**src/rtl/dcache_ctrl.sv**
```systemverilog
// dcache_ctrl: direct-mapped write-back data cache controller with a single-line memory port.
// Rev 1.0
`default_nettype none

module dcache_ctrl #(
  parameter int NLINES      = 4,
  parameter int MEM_LAT_MAX = 255
) (
  input  logic         clk_i,
  input  logic         rsn_i,
  input  logic         tl_cache_enable_i,
  input  logic         tl_store_i,
  input  logic [1:0]   tl_size_i,
  input  logic [31:0]  tl_cache_addr_i,
  input  logic [31:0]  tl_store_data_i,
  output logic [31:0]  dc_read_data_o,
  output logic         dc_hit_o,
  output logic         dc_stall_o,
  output logic         dc_err_o,
  output logic         mem_req_o,
  output logic         mem_we_o,
  output logic [31:0]  mem_addr_o,
  output logic [127:0] mem_wdata_o,
  input  logic         mem_ack_i,
  input  logic [127:0] mem_rdata_i
);

  localparam int IDXW = $clog2(NLINES);
  localparam int TAGW = 28 - IDXW;
  localparam int CNTW = $clog2(MEM_LAT_MAX + 1);

  typedef enum logic [1:0] {
    S_IDLE   = 2'd0,
    S_WBACK  = 2'd1,
    S_REFILL = 2'd2,
    S_DONE   = 2'd3
  } state_t;

  state_t            r_state;
  logic [NLINES-1:0] r_valid;
  logic [NLINES-1:0] r_dirty;
  logic [TAGW-1:0]   r_tag  [NLINES];
  logic [127:0]      r_data [NLINES];
  logic [27:0]       r_miss_line;
  logic [CNTW-1:0]   r_lat_cnt;
  logic              r_err;
  logic              r_mem_req;
  logic              r_mem_we;
  logic [31:0]       r_mem_addr;
  logic [127:0]      r_mem_wdata;

  logic [IDXW-1:0] w_idx;
  logic [TAGW-1:0] w_tag;
  logic [1:0]      w_word;
  logic [IDXW-1:0] w_miss_idx;
  logic [TAGW-1:0] w_miss_tag;
  logic            w_lookup;
  logic            w_hit;
  logic            w_miss;
  logic            w_ack;
  logic            w_timeout;
  logic [127:0]    w_line;
  logic [3:0]      w_be4;
  logic [15:0]     w_be16;
  logic [31:0]     w_wdata32;
  logic [127:0]    w_wdata;
  logic [127:0]    w_store_line;

  assign w_idx      = tl_cache_addr_i[IDXW+3:4];
  assign w_tag      = tl_cache_addr_i[31:IDXW+4];
  assign w_word     = tl_cache_addr_i[3:2];
  assign w_miss_idx = r_miss_line[IDXW-1:0];
  assign w_miss_tag = r_miss_line[27:IDXW];

  assign w_lookup  = (r_state == S_IDLE) && tl_cache_enable_i;
  assign w_hit     = w_lookup && r_valid[w_idx] && (r_tag[w_idx] == w_tag);
  assign w_miss    = w_lookup && !w_hit;
  assign w_ack     = r_mem_req && mem_ack_i;
  assign w_timeout = r_mem_req && !mem_ack_i && (r_lat_cnt == CNTW'(MEM_LAT_MAX - 1));
  assign w_line    = r_data[w_idx];

  // Size 2'b11 falls into the word case along with 2'b10.
  always_comb begin
    w_be4     = 4'b1111;
    w_wdata32 = tl_store_data_i;
    case (tl_size_i)
      2'b00: begin
        w_be4     = 4'b0001 << tl_cache_addr_i[1:0];
        w_wdata32 = {4{tl_store_data_i[7:0]}};
      end
      2'b01: begin
        w_be4     = tl_cache_addr_i[1] ? 4'b1100 : 4'b0011;
        w_wdata32 = {2{tl_store_data_i[15:0]}};
      end
      default: begin
        w_be4     = 4'b1111;
        w_wdata32 = tl_store_data_i;
      end
    endcase
  end

  assign w_be16  = {12'b0, w_be4} << {w_word, 2'b00};
  assign w_wdata = {4{w_wdata32}};

  always_comb begin
    w_store_line = w_line;
    for (int b = 0; b < 16; b++) begin
      if (w_be16[b]) w_store_line[b*8 +: 8] = w_wdata[b*8 +: 8];
    end
  end

  assign dc_hit_o       = w_hit;
  assign dc_read_data_o = w_hit ? w_line[{w_word, 5'b0} +: 32] : 32'd0;
  assign dc_stall_o     = (r_state == S_IDLE) ? w_miss : 1'b1;
  assign dc_err_o       = r_err;
  assign mem_req_o      = r_mem_req;
  assign mem_we_o       = r_mem_we;
  assign mem_addr_o     = r_mem_addr;
  assign mem_wdata_o    = r_mem_wdata;

  always_ff @(posedge clk_i or negedge rsn_i) begin
    if (!rsn_i) begin
      r_state     <= S_IDLE;
      r_valid     <= '0;
      r_dirty     <= '0;
      r_miss_line <= '0;
      r_lat_cnt   <= '0;
      r_err       <= 1'b0;
      r_mem_req   <= 1'b0;
      r_mem_we    <= 1'b0;
      r_mem_addr  <= '0;
      r_mem_wdata <= '0;
    end else begin
      if (!r_mem_req || mem_ack_i || w_timeout) r_lat_cnt <= '0;
      else                                      r_lat_cnt <= r_lat_cnt + 1'b1;

      case (r_state)
        S_IDLE: begin
          if (w_hit && tl_store_i) begin
            r_dirty[w_idx] <= 1'b1;
          end else if (w_miss) begin
            r_miss_line <= tl_cache_addr_i[31:4];
            r_mem_req   <= 1'b1;
            if (r_valid[w_idx] && r_dirty[w_idx]) begin
              r_state     <= S_WBACK;
              r_mem_we    <= 1'b1;
              r_mem_addr  <= {r_tag[w_idx], w_idx, 4'b0};
              r_mem_wdata <= w_line;
            end else begin
              r_state    <= S_REFILL;
              r_mem_we   <= 1'b0;
              r_mem_addr <= {w_tag, w_idx, 4'b0};
            end
          end
        end
        S_WBACK, S_REFILL: begin
          if (w_timeout) begin
            r_err       <= 1'b1;
            r_state     <= S_IDLE;
            r_mem_req   <= 1'b0;
            r_mem_we    <= 1'b0;
            r_mem_addr  <= '0;
            r_mem_wdata <= '0;
          end else if (w_ack && r_state == S_WBACK) begin
            r_dirty[w_miss_idx] <= 1'b0;
            r_state             <= S_REFILL;
            r_mem_we            <= 1'b0;
            r_mem_addr          <= {w_miss_tag, w_miss_idx, 4'b0};
            r_mem_wdata         <= '0;
          end else if (w_ack) begin
            r_valid[w_miss_idx] <= 1'b1;
            r_dirty[w_miss_idx] <= 1'b0;
            r_state             <= S_DONE;
            r_mem_req           <= 1'b0;
            r_mem_addr          <= '0;
          end
        end
        default: r_state <= S_IDLE;
      endcase
    end
  end

  // Data and tag storage carry no reset; valid bits gate their use.
  always_ff @(posedge clk_i) begin
    if (w_hit && tl_store_i) begin
      r_data[w_idx] <= w_store_line;
    end else if (r_state == S_REFILL && w_ack) begin
      r_data[w_miss_idx] <= mem_rdata_i;
      r_tag[w_miss_idx]  <= w_miss_tag;
    end
  end

endmodule

`default_nettype wire

```
**config.mk**
```make
export PLATFORM = sky130hd
export DESIGN_NAME = dcache_ctrl
export DESIGN_NICKNAME = d
export VERILOG_FILES = /design/src/rtl/dcache_ctrl.sv
export SDC_FILE = /design/constraint.sdc
export NUM_CORES = 1
export LEC_CHECK = 0
export BUFFER_PORTS_ARGS = -buffer_cell sky130_fd_sc_hd__clkbuf_2
export CORE_MARGIN = 4
export CORE_UTILIZATION = 39
export CTS_BUF_LIST = sky130_fd_sc_hd__clkbuf_8
export DETAILED_ROUTE_END_ITERATION = 10
export MAX_ROUTING_LAYER = met4
export SYNTH_ARGS = -nofsm -noshare
export SYNTH_HDL_FRONTEND = slang
export SYNTH_SLANG_ARGS = --single-unit
```
**constraint.sdc**
```tcl
create_clock -name clk_i -period 16.6 [get_ports clk_i]
set_clock_uncertainty 0.15 [all_clocks]
set_input_delay 3.32 -clock clk_i [delete_from_list [all_inputs] [get_ports clk_i]]
set_output_delay 3.32 -clock clk_i [all_outputs]
set_load 0.01 [all_outputs]
```
==> impl_summary.txt <==
----------------------------------------------------
[Run status]
  Status ... completed

[Layout]
  Area growth, synth to finish ... 16.8%
  Number of fill cells ... 7,882
  Total non-filler cell area in the finished layout ... 0.0411 mm^2
  Share of layout cells above drive strength 1 ... 0.311
  Nets ... approximately 2,900

[Logic synthesis]
  Warning count from the yosys run ... 0
  Average size of a mapped cell ... 15.7 um^2
  Fraction of registers with async set/reset ... 0.250
  Post-synthesis cell type count ... 62
  Cell type with the largest total area after synthesis ... edfxtp_1
  Top-count cell post-synth ... edfxtp_1
  Post-synthesis instance area ... 0.0352 mm^2
  Yosys top cell area share ... 0.525
  Flip-flop and latch count after synthesis ... 821
  Synth top cells by count ... 616 x edfxtp_1, 235 x nand2_1, 205 x dfrtp_1
  Cell types with the largest area share after synthesis ... edfxtp_1 53%, dfrtp_1 15%, mux4_2 11%
  Seq/Total Area, Yosys ... 0.671
  Number of enable-type register cells in the synthesized netlist ... 616
  Main synth FF type ... edfxtp_1
  Synthesized instance count ... 2,245

[Setup path]
  Critical path required time ... 13.13 ns
  Chain of cells forming the critical path ... buf_8, buf_4, mux4_1, xor2_1, nor4_1, and4_1, and2_2, nand2_1, inv_1, clkbuf_2
  Critical path capture point type ... primary output
  Crit path arrival time ... 7.70 ns
  Critical path buffers and inverters ... 4
  Critical path's largest stage delay ... 0.95 ns
  Worst Setup Path Type ... in -> out
  Category of cells accounting for the largest share of critical-path delay ... simple AND/OR/NAND/NOR gates
  Max FO, Critical Path ... 60
  Critical-path cell with the highest stage delay ... and2_2
  Startpoint Class ... input port

[GRT]
  Global-route wire length before repair ... roughly 160 mm
  GRT overflow ... 0
  Number of antenna violations at the first check in global routing ... 8
  Pin count of the biggest net entering global routing ... 129
  Via count of the first global-routing pass ... 23,200
  Overall fraction of global-route tracks in use ... 0.232

[STA]
  RSZ-0062 raised after global routing ... no
  Transition time at the pin with the least slew margin ... 1.29 ns
  Max Freq ... 89.6 MHz
  Period Utilization, post-route ... 0.673
  Setup slack after layout ... 5.43 ns
  Final period demand of the worst path ... 11.17 ns
  Total of endpoints with negative setup slack in the final report ... 0
  Number of pins with negative max-slew slack in the final report ... 0
  Headroom to the max-slew limit ... 0.135
  Number of failing hold endpoints at the final stage ... 0
  Post-Route Setup TNS ... 0 ns

[Power and ir drop]
  Power density relative to cell area ... approximately 140 mW/mm^2
  Highest ir drop seen on vdd ... 79.1 uV
  Total leakage power ... roughly 16 nW
  Post-route total power ... 5.96 mW

[Drt]
  Average wire per cell in the routed design ... 27.1 um
  DRC violation count after routing ... 0
  Antenna Nets Post-Route ... 0
  Drt first pass iters ... 5
  Total number of vias ... approximately 23,000
  Routed wire length ... 107 mm
  Mean number of vias per cell ... about 5.7
  Drt first-iter violations ... 1,979

[Place]
  Cell area after placement ... 0.0383 mm^2
  Post-DP HPWL ... 67.8 mm
  Worst slack at placement ... 5.34 ns
  PortBufs ... 391
  GP Congestion ... 0.871

[Job]
  Number of maximum-capacitance constraint violations ... 0

[Floorplan]
  Number of placement rows ... 109
  Die footprint ... 0.0952 mm^2
  Die height ... 308 um
  Initial cell density of the core ... 0.396
  Die Wd ... around 310 um
  CORE AREA ... 0.0889 mm^2
  Ports placed on the boundary ... 396

[CTS]
  Root buffer cell ... clkbuf_8
  TritonCTS buffer count ... 143
  Number of post-CTS setup repair buffers ... 0
  Number of buffers inserted for hold repair after clock tree synthesis ... 0
  Number of buffers on the longest clock path ... 3
  TritonCTS clock tree ... built
  CTS H-tree depth ... 4
  Clock transition at the registers of the reported paths ... 0.05 ns
  Clock sinks ... 821
  Clock latency of the later-clocked register in the worst-skew pair ... 0.80 ns
  CTS-repair resized insts ... 0

[Worst hold path]
  Worst Hold Class ... reg -> reg

----------------------------------------------------
where the power goes:
group	switching [mW]	total [mW]	internal (mW)
Sequential	0.191	2.79	2.60
Clock	0.837	1.81	0.973
Combinational	0.844	1.36	0.519
Total	1.87	5.96	4.09
worst paths after layout:
kind,end,cells after the start,start,slack (ns)
max reg2reg,r_data[0][111]$_DFFE_PP_,9,r_tag[3][18]$_DFFE_PP_,10.97
min,r_dirty[3]$_DFFE_PN0P_,1,r_dirty[3]$_DFFE_PN0P_,0.35
min reg2reg,r_dirty[3]$_DFFE_PN0P_,1,r_dirty[3]$_DFFE_PN0P_,0.35
min in group asynchronous,mem_wdata_o[59]$_DFFE_PN0P_,1,rsn_i,2.45
max in group asynchronous,mem_wdata_o[108]$_DFFE_PN0P_,3,rsn_i,11.62
max,dc_hit_o,10,tl_cache_addr_i[4],5.43
through the flow:
step / cells / util / hold slack, ns
2_1_floorplan: 2248 / - / 0.300
3_3_place_gp: 3690 / 0.431 / 0.328
3_5_place_dp: 3690 / 0.431 / 0.332
4_1_cts: 3949 / 0.462 / 0.343
5_1_grt: 3957 / 0.463 / 0.362
6_report: 3958 / 0.463 / 0.349
cells by family after synthesis:
kind of cell	synth area share
compound gates	0.0835
fa+ha+maj	0.00213
buf+inv	0.0244
xor+xnor	0.00647
mux	0.159
simple gates	0.0533
other cells	0.000106
flops	0.671
registers in the layout, summed over array words and instances, names as in the netlist:
register,cells
dc_err_o,1
mem_wdata_o,128
mem_req_o,1
r_tag,104
r_lat_cnt,8
r_miss_line,28
r_state,2
r_valid,4
r_dirty,4
r_data,512
mem_we_o,1
mem_addr_o,28
cells in the final DEF (no fill, tap or decap), drive strengths merged, types with 4 or more instances in the layout:
cell / instances
a21o: 4
a21oi: 87
a22o: 129
and2: 6
and3: 40
buf: 43
clkbuf: 556
clkinv: 25
clkinvlp: 4
conb: 4
dfrtp: 205
diode: 9
edfxtp: 616
ha: 6
inv: 75
mux2: 56
mux2i: 94
mux4: 177
nand2: 235
nand2b: 8
nand3: 12
nand4: 6
nor2: 97
nor2b: 11
nor4: 5
o21ai: 201
o21bai: 6
o22ai: 4
o31ai: 6
xnor2: 12
xor2: 14
layout make-up:
type,instances,area [um^2],area share
sequential,821,23600,0.574
multi-input combinational,1257,10900,0.264
clock buffer,169,2330,0.0565
timing repair buffer,430,2300,0.0560
tap,1165,1460,0.0354
clock inverter,90,488,0.0119
inverter,17,63.8,0.00155
antenna,9,22.5,0.000547
layer usage:
metal / part of all wire / up-vias / routed length, um / global-route usage
met1: 0.41 / 11600 / 43600 / 0.300
met5: 0 / - / 0 / -
met2: 0.49 / 1058 / 52100 / 0.365
met3: 0.077 / 182 / 8250 / 0.0502
met4: 0.031 / 0 / 3270 / 0.0798
li1: - / 9654 / - / -
Note: power is estimated with default switching activity, not from simulation.
